File: src/rtl/fir_serial_mac.sv
`default_nettype none
// ============================================================================
//  Module   : fir_serial_mac
//  Purpose  : Time-multiplexed N-tap signed FIR filter. A single
//             multiplier/accumulator walks the delay line once per accepted
//             sample and emits one valid-flagged, saturated result per sample.
//             Coefficients are writable at runtime while the filter is idle.
//  Revision : 1.0  initial release
// ============================================================================
module fir_serial_mac #(
  parameter int DATA_W    = 16,
  parameter int COEF_W    = 16,
  parameter int NTAPS     = 64,
  parameter int ACC_W     = 38,
  parameter int OUT_SHIFT = 0,
  parameter int COEF_RST  = 1
) (
  input  logic                       clk,
  input  logic                       resetn,
  input  logic [DATA_W-1:0]          din,
  input  logic                       din_valid,
  output logic                       din_ready,
  input  logic                       coef_we,
  input  logic [$clog2(NTAPS)-1:0]   coef_addr,
  input  logic [COEF_W-1:0]          coef_wdata,
  output logic [DATA_W-1:0]          dout,
  output logic                       dout_valid
);

  localparam int c_addr_w = $clog2(NTAPS);
  localparam int c_prod_w = DATA_W + COEF_W;

  localparam logic [c_addr_w-1:0] c_last_tap = c_addr_w'(NTAPS - 1);
  localparam logic [c_addr_w-1:0] c_one      = c_addr_w'(1);

  // Output clamp limits expressed at accumulator width
  localparam logic signed [ACC_W-1:0] c_sat_max =
    {{(ACC_W-DATA_W+1){1'b0}}, {(DATA_W-1){1'b1}}};
  localparam logic signed [ACC_W-1:0] c_sat_min =
    {{(ACC_W-DATA_W+1){1'b1}}, {(DATA_W-1){1'b0}}};

  typedef enum logic [1:0] {
    S_IDLE = 2'd0,
    S_MAC  = 2'd1,
    S_OUT  = 2'd2
  } state_t;

  state_t                     r_state;
  logic [c_addr_w-1:0]        r_wr_ptr;
  logic [c_addr_w-1:0]        r_tap;
  logic signed [ACC_W-1:0]    r_acc;
  logic [DATA_W-1:0]          r_dout;
  logic                       r_dout_valid;
  logic                       r_din_ready;

  logic signed [DATA_W-1:0]   r_x    [NTAPS];
  logic signed [COEF_W-1:0]   r_coef [NTAPS];

  logic                       w_accept;
  logic [c_addr_w-1:0]        w_rd_addr;
  logic signed [c_prod_w-1:0] w_prod;
  logic signed [ACC_W-1:0]    w_prod_ext;
  logic signed [ACC_W-1:0]    w_shifted;
  logic [DATA_W-1:0]          w_sat;

  // din_ready is only ever high in IDLE, so it alone qualifies the handshake
  assign w_accept = din_valid & r_din_ready;

  // Newest sample sits just behind the write pointer; tap k reaches back k samples
  assign w_rd_addr  = r_wr_ptr - c_one - r_tap;
  assign w_prod     = r_coef[r_tap] * r_x[w_rd_addr];
  assign w_prod_ext = {{(ACC_W-c_prod_w){w_prod[c_prod_w-1]}}, w_prod};
  assign w_shifted  = r_acc >>> OUT_SHIFT;

  // Clamp the scaled accumulator into the signed output range
  always_comb begin
    w_sat = w_shifted[DATA_W-1:0];
    if (w_shifted > c_sat_max) begin
      w_sat = c_sat_max[DATA_W-1:0];
    end else if (w_shifted < c_sat_min) begin
      w_sat = c_sat_min[DATA_W-1:0];
    end
  end

  // Control FSM: accept a sample, run NTAPS MAC cycles, publish the result
  always_ff @(posedge clk or negedge resetn) begin
    if (!resetn) begin
      r_state      <= S_IDLE;
      r_wr_ptr     <= '0;
      r_tap        <= '0;
      r_acc        <= '0;
      r_dout       <= '0;
      r_dout_valid <= 1'b0;
      r_din_ready  <= 1'b0;
    end else begin
      r_dout_valid <= 1'b0;
      case (r_state)
        S_IDLE: begin
          if (w_accept) begin
            r_din_ready <= 1'b0;
            r_wr_ptr    <= r_wr_ptr + c_one;
            r_acc       <= '0;
            r_tap       <= '0;
            r_state     <= S_MAC;
          end else begin
            r_din_ready <= 1'b1;
          end
        end
        S_MAC: begin
          r_acc <= r_acc + w_prod_ext;
          r_tap <= r_tap + c_one;
          if (r_tap == c_last_tap) begin
            r_state <= S_OUT;
          end
        end
        S_OUT: begin
          r_dout       <= w_sat;
          r_dout_valid <= 1'b1;
          r_din_ready  <= 1'b1;
          r_state      <= S_IDLE;
        end
        default: begin
          r_din_ready <= 1'b0;
          r_state     <= S_IDLE;
        end
      endcase
    end
  end

  // Delay line: accepted sample lands at the write pointer
  always_ff @(posedge clk or negedge resetn) begin
    if (!resetn) begin
      for (int i = 0; i < NTAPS; i++) begin
        r_x[i] <= '0;
      end
    end else if (w_accept) begin
      r_x[r_wr_ptr] <= din;
    end
  end

  // Coefficient bank: writes only land in IDLE so a result never mixes sets
  always_ff @(posedge clk or negedge resetn) begin
    if (!resetn) begin
      for (int i = 0; i < NTAPS; i++) begin
        r_coef[i] <= COEF_W'(COEF_RST);
      end
    end else if (coef_we && (r_state == S_IDLE)) begin
      r_coef[coef_addr] <= coef_wdata;
    end
  end

  assign din_ready  = r_din_ready;
  assign dout       = r_dout;
  assign dout_valid = r_dout_valid;

endmodule
`default_nettype wire

File: config.mk
export PLATFORM = sky130hd
export DESIGN_NAME = fir_serial_mac
export DESIGN_NICKNAME = d
export VERILOG_FILES = /design/src/rtl/fir_serial_mac.sv
export SDC_FILE = /design/constraint.sdc
export NUM_CORES = 2
export LEC_CHECK = 0
export BUFFER_PORTS_ARGS = -buffer_cell sky130_fd_sc_hd__buf_2
export CORE_UTILIZATION = 65
export DETAILED_ROUTE_END_ITERATION = 8
export PLACE_DENSITY = 0.86
export RECOVER_POWER = 25
export SLEW_MARGIN = 20
export SYNTH_ARGS = -nofsm -noshare
export SYNTH_HDL_FRONTEND = slang
export SYNTH_SLANG_ARGS = --single-unit
File: constraint.sdc
create_clock -name clk -period 14.92 [get_ports clk]
set_input_delay 1.492 -clock clk [delete_from_list [all_inputs] [get_ports clk]]
set_output_delay 1.492 -clock clk [all_outputs]
set_load 0.005 [all_outputs]
# After elaboration in Yosys (flattened, before gate mapping)
# Cells that the tools add are included.
# classes
n_addsub	5
n_mul	1
n_lt_le_gt_ge	8
eq_ne	5
n_mux	24
n_bitwise	5
n_reduce_logical	8
# op_table
cell	n
1024-bit bitwise mux	2
16-bit binary-select mux with 6-bit select	2
16-bit demux with 6-bit select	2
16-bit 2-to-1 mux	8
38-bit one-hot mux with 2 select lines	1
38-bit by 32-bit adder with 38-bit output	1
38-bit by 16-bit > comparator with 1-bit output, second input constant	1
38-bit by 16-bit less-than comparator with 1-bit output, second input constant	1
38-bit 2-to-1 mux	1
16-bit by 16-bit multiplier with 32-bit output	1
7-bit >= comparator, second input constant	4
6-bit inverter with 7-bit output	4
7-bit by 1-bit less-than comparator with 1-bit output, second input constant	2
6-bit by 1-bit adder with 6-bit output, second input constant	2
6-bit one-hot mux with 2 select lines	1
6-bit == test, second input constant	1
6-bit 2-to-1 mux	1
2-bit AND reduction	3
6-bit by 1-bit subtractor with 6-bit output, second input constant	1
6-bit subtractor	1
2-bit 2-to-1 mux	2
2-bit inequality test, second input constant	2
2-bit one-hot mux with 2 select lines	1
1-bit logical AND	3
7 further kinds	8
# totals
register_bits	2118
input_bits	42
out_inout_bits	18
elab_cells	191

# Longest topological paths before layout
# logic_depth
ltp_word	9
ltp_mapped	39
ltp_nobuf	33

# Worst setup path before layout
# Ideal clock, no wire load.
# synth_timing
path_type	register to register
from	reg r_tap[1]
to	reg r_acc[28]
setup_ns	0.122
arrival_time_ns	9.589
required_time_ns	14.798
path_slack_ns	5.210
stages_incl_launch_ff	34
path_buffers	8
synth_period_minus_slack_ns	9.710
cell_sequence	dfrtp_1 -> buf_2 -> buf_2 -> buf_1 -> clkbuf_1 -> inv_1 -> fa_1 -> buf_2 -> buf_1 -> clkbuf_1 -> mux4_2 -> mux4_2 -> a211oi_1 -> a21oi_1 -> buf_2 -> nand2_1 -> inv_1 -> fa_1 -> inv_1 -> fa_1 -> fa_1 -> inv_1 -> fa_1 -> fa_1 -> inv_1 -> fa_1 -> inv_1 -> ha_1 -> a21o_1 -> o311ai_0 -> a21boi_0 -> o21a_1 -> or3_1 -> a32o_1
# synth_between
elab_chain_len	8
word_cells_on_any_way	12
cone_classes	add/sub (2); mul (1); mux (7); bitwise (2)
# synth_lines
item	line_no	rtl
start: declaration	50	logic [c_addr_w-1:0] r_tap;
start signal: assignment	111	r_tap <= r_tap + c_one;
6-bit subtractor	70	assign w_rd_addr = r_wr_ptr - c_one - r_tap;
6-bit inverter with 7-bit output (not written as such)	71	assign w_prod = r_coef[r_tap] * r_x[w_rd_addr];
16-bit binary-select mux with 6-bit select	71	
16-bit 2-to-1 mux (not written as such) (2 in a row)	71	
16-bit by 16-bit multiplier with 32-bit output *	71	
38-bit by 32-bit adder with 38-bit output *	110	r_acc <= r_acc + w_prod_ext;
38-bit one-hot mux with 2 select lines *	97	case (r_state)
end signal: assignment	110	
end: declaration	51	logic signed [ACC_W-1:0] r_acc;
# Every way passes the cells marked *; elsewhere a longest branch is shown, timed or not. The select of a mux whose other input is x is not followed.
# A chain may end at the register's enable or synchronous reset.

# Final worst setup path
# Same ends and word-level chain as after synthesis.

==> metrics.md <==
| Metric | Value |
|---|---|
| Worst path max stage delay | 3110 ps |
| Max-Cap Viols | 21 |
| #FFs+latches synth | 2118 |
| Layout Skew | 31.0 ps |
| DRC | 0 |
| Critical Path Fanout Max | 63 |
| Final setup viols | 0 |
| Fillers | 10016 |
| Share of layout cells above drive strength 1 | 0.467 |
| Met2 usage | 0.535 |
| Total grt overflow | 0 |
| Root Driver | clkbuf_16 |
| Num Clock Sinks | 2118 |
| Vias | 61893 |
| Status | complete, but fails checks |
| First-pass GRT wire length | 408000 um |
| Hold_sp | dout[11]$_DFFE_PN0P_ |
| CP Launch Point | r_tap[1]$_DFFE_PN0P_ |
| Most frequent cells in the layout | 2057 x mux2_2, 2052 x dfrtp_1, 651 x mux4_2, 375 x inv_1, 322 x fa_1 |
| Core area | 165000 um2 |
| Post-synth EDFFs | 0 |
| Fin nets | 7449 |
| Worst r2r path cells | 27 |
| Wire per inst | 27.9 um |
| Most common cell after layout, fill and taps aside | mux2_2 |
| Final period util | 0.883 |
| Routed Antenna Nets | 0 |
| GR peak layer | met2 |
| Initial antenna violation count | 16 |
| Die height | 409 um |
| Clock buffer depth | 3 |
| DRT iter0 DRCs | 5634 |
| Post_cts resized | 0 |
| Area leader, netlist | dfrtp_1 |
| PwrDens | 170 nW/um2 |
| RSZ-0062 raised after global routing | no |
| WP buf/inv | 6 |
| Violated checks | capacitance limit, slew limit |
| Initial core utilization | 0.654 |
| Ys flop type | dfrtp_1 |
| Switch share | 0.360 |
| Switching Power | 7.14 mW |
| Row count | 149 |
| Total setup buffers inserted after CTS | 0 |
| Setup tns final | 0 ps |
| Internal reg-to-reg setup slack | 1740 ps |
| Worst Path Required | 15640 ps |
| Post-DP HPWL | 156000 um |
| Synth top area share | 0.477 |
| Worst path slowest cell | clkbuf_1 |
| GPL Wtd Cong | 0.870 |
| F_max | 75.9 MHz |
| Vias in the first global route | 67998 |
| Peak VDD IR | 0.000232 V |
| Minimum clock period | 13180 ps |
| GRT met1 Usage | 0.415 |
| Count of cell types in the netlist | 65 |
| Comb pwr share | 0.394 |
| Worst Max-Slew Pin Slew | 7740 ps |
| Clock transition at the registers of the reported paths | 60 ps |
| Vias/cell | 6.62 |
| Leak pwr | 56.5 nW |
| Syn Nets | 7619 |
| Worst R2R Start | r_tap[1]$_DFFE_PN0P_ |
| Worst Hold Depth | 2 |
| Crit end category | flop |
| Met3 Use GR | 0.0552 |
| Synth Instances | 7136 |
| Reg power frac | 0.335 |
| Hold Path End | dout[11]$_DFFE_PN0P_ |
| Hold_buf cts | 0 |
| Io pins | 60 |
| Reg2reg end | r_acc[28]$_DFFE_PN0P_ |
| Yosys Warn Count | 0 |
| Internal Power | 12.7 mW |
| Routed wire length | 261000 um |
| Slew headroom | -4.16 |
| Latest clock arrival within the worst-skew pair | 850 ps |
| TritonCTS clock tree | built |
| CP Data Arrival Time | 13900 ps |
| Slack of the critical path | 1740 ps |
| TritonRoute pass-1 iters | 5 |
| Num CTS Buffers | 205 |
| H-tree level count | 4 |
| Die width | 409 um |
| CP Depth | 27 |
| Crit path kind | reg -> reg |
| CP top delay family | buffers and inverters |
| Pre-CTS setup slack | 3600 ps |
| Pins over their slew limit | 795 |
| Crit start category | flop |
| Async SR Flop Fraction | 1.00 |
| Tightest Hold Check Type | reg -> reg |
| Largest net degree at the start of global routing | 197 |
| Final Core Density | 0.708 |
| Sequential area share after synthesis | 0.493 |
| Die area | 167000 um2 |
| Port bufs | 59 |
| Final Cell Area | 117000 um2 |
| Tot GR Track Use | 0.321 |
| Most used cell, CP | fa_1 |
| Clk pwr share | 0.271 |
| Post-placement cell area | 110000 um2 |
| Layout area overhead | 8.31% |
| Synthesized area per cell | 15.1 um2 |
| Final hold vios | 0 |
| Top cells by area, synth | dfrtp_1 48%, mux2_2 22%, mux4_2 14% |
| Mapped Area | 108000 um2 |
[sequential cells by signal, summed over array words and instances (netlist names)]
register,flops
din_ready,1
dout,16
dout_valid,1
r_acc,38
r_coef,1024
r_state,2
r_tap,6
r_wr_ptr,6
r_x,1024
[worst min-delay path, stage by stage, from the launching register on]
cell     delay [ps]
dfrtp_1         330
nand2_1          40
o21ai_0          60
[kinds of logic (layout without fill, tap and decap cells)]
kind of cell,after synthesis,after routing,synth area share
AOI/OAI and AO/OA,214,214,0.0123
xor gates and xnor gates,47,47,0.00389
adders and majority gates,441,441,0.0738
muxes,2737,2737,0.354
other,0,11,0
buffers and inverters,963,972,0.0364
and+or+nand+nor,616,616,0.0275
DFF,2118,2118,0.493
[worst max-delay path by stage]
stage,endpoint,slack (ps)
global route,r_acc[28]$_DFFE_PN0P_,1600
global placement,r_acc[28]$_DFFE_PN0P_,3730
CTS,r_acc[28]$_DFFE_PN0P_,3550
detailed placement,r_acc[28]$_DFFE_PN0P_,3600
floorplan,r_acc[28]$_DFFE_PN0P_,5210
finish,r_acc[28]$_DFFE_PN0P_,1740
[final cells by class]
class	count	area (um2)	area share
multi-input cells	4055	51000	0.437
diodes	11	27.5	0.000236
clock inverters	72	867	0.00743
clock buffers	314	6120	0.0525
inverters	378	1420	0.0122
flip-flops and latches	2118	53100	0.455
well taps	2189	2740	0.0235
repair buffers	208	1500	0.0129
[cells in the mapped netlist (all sizes together), types with 3 or more instances]
master  count
xnor2      29
nand2b     45
or3         4
nand3b      6
o21a        3
mux2i      24
dfstp      64
dfrtp    2054
mux2     2062
o21ai      64
o22ai      12
and3b       5
nor3       14
or2         6
nor2b      79
nor2      131
a21o       19
o31ai       6
nand3      12
xor2       18
a21oi      65
a31oi       3
ha        117
nor3b      13
and3        3
inv       378
clkbuf    418
mux4      651
nor4       10
buf       167
nand2     233
and2       36
fa        324
a221oi      3
a211oi     16
nand4      13
[per-stage QoR]
step | hold slack, ps | cells | power (mW)
after CTS | 478 | 9330 | 19.8
after detailed placement | 466 | 8944 | 14.5
final | 475 | 9345 | 19.8
after global routing | 494 | 9344 | 20.8
after floorplan | 473 | 7136 | 12.4
after global placement | 461 | 8944 | 14.3
[power groups by stage]
stage	logic [mW]	registers, mW	clock network, mW
global route	8.46	6.69	5.64
floorplan	5.89	6.53	0
CTS	7.81	6.63	5.41
global placement	7.58	6.69	0
finish	7.81	6.65	5.36
detailed placement	7.75	6.73	0
[metal layers]
layer,wire (um),share of wire
met1,99700,0.38
met2,133000,0.51
met3,16000,0.061
met4,12300,0.047
met5,40,0.00015
Power figures use the tool's default switching activity.
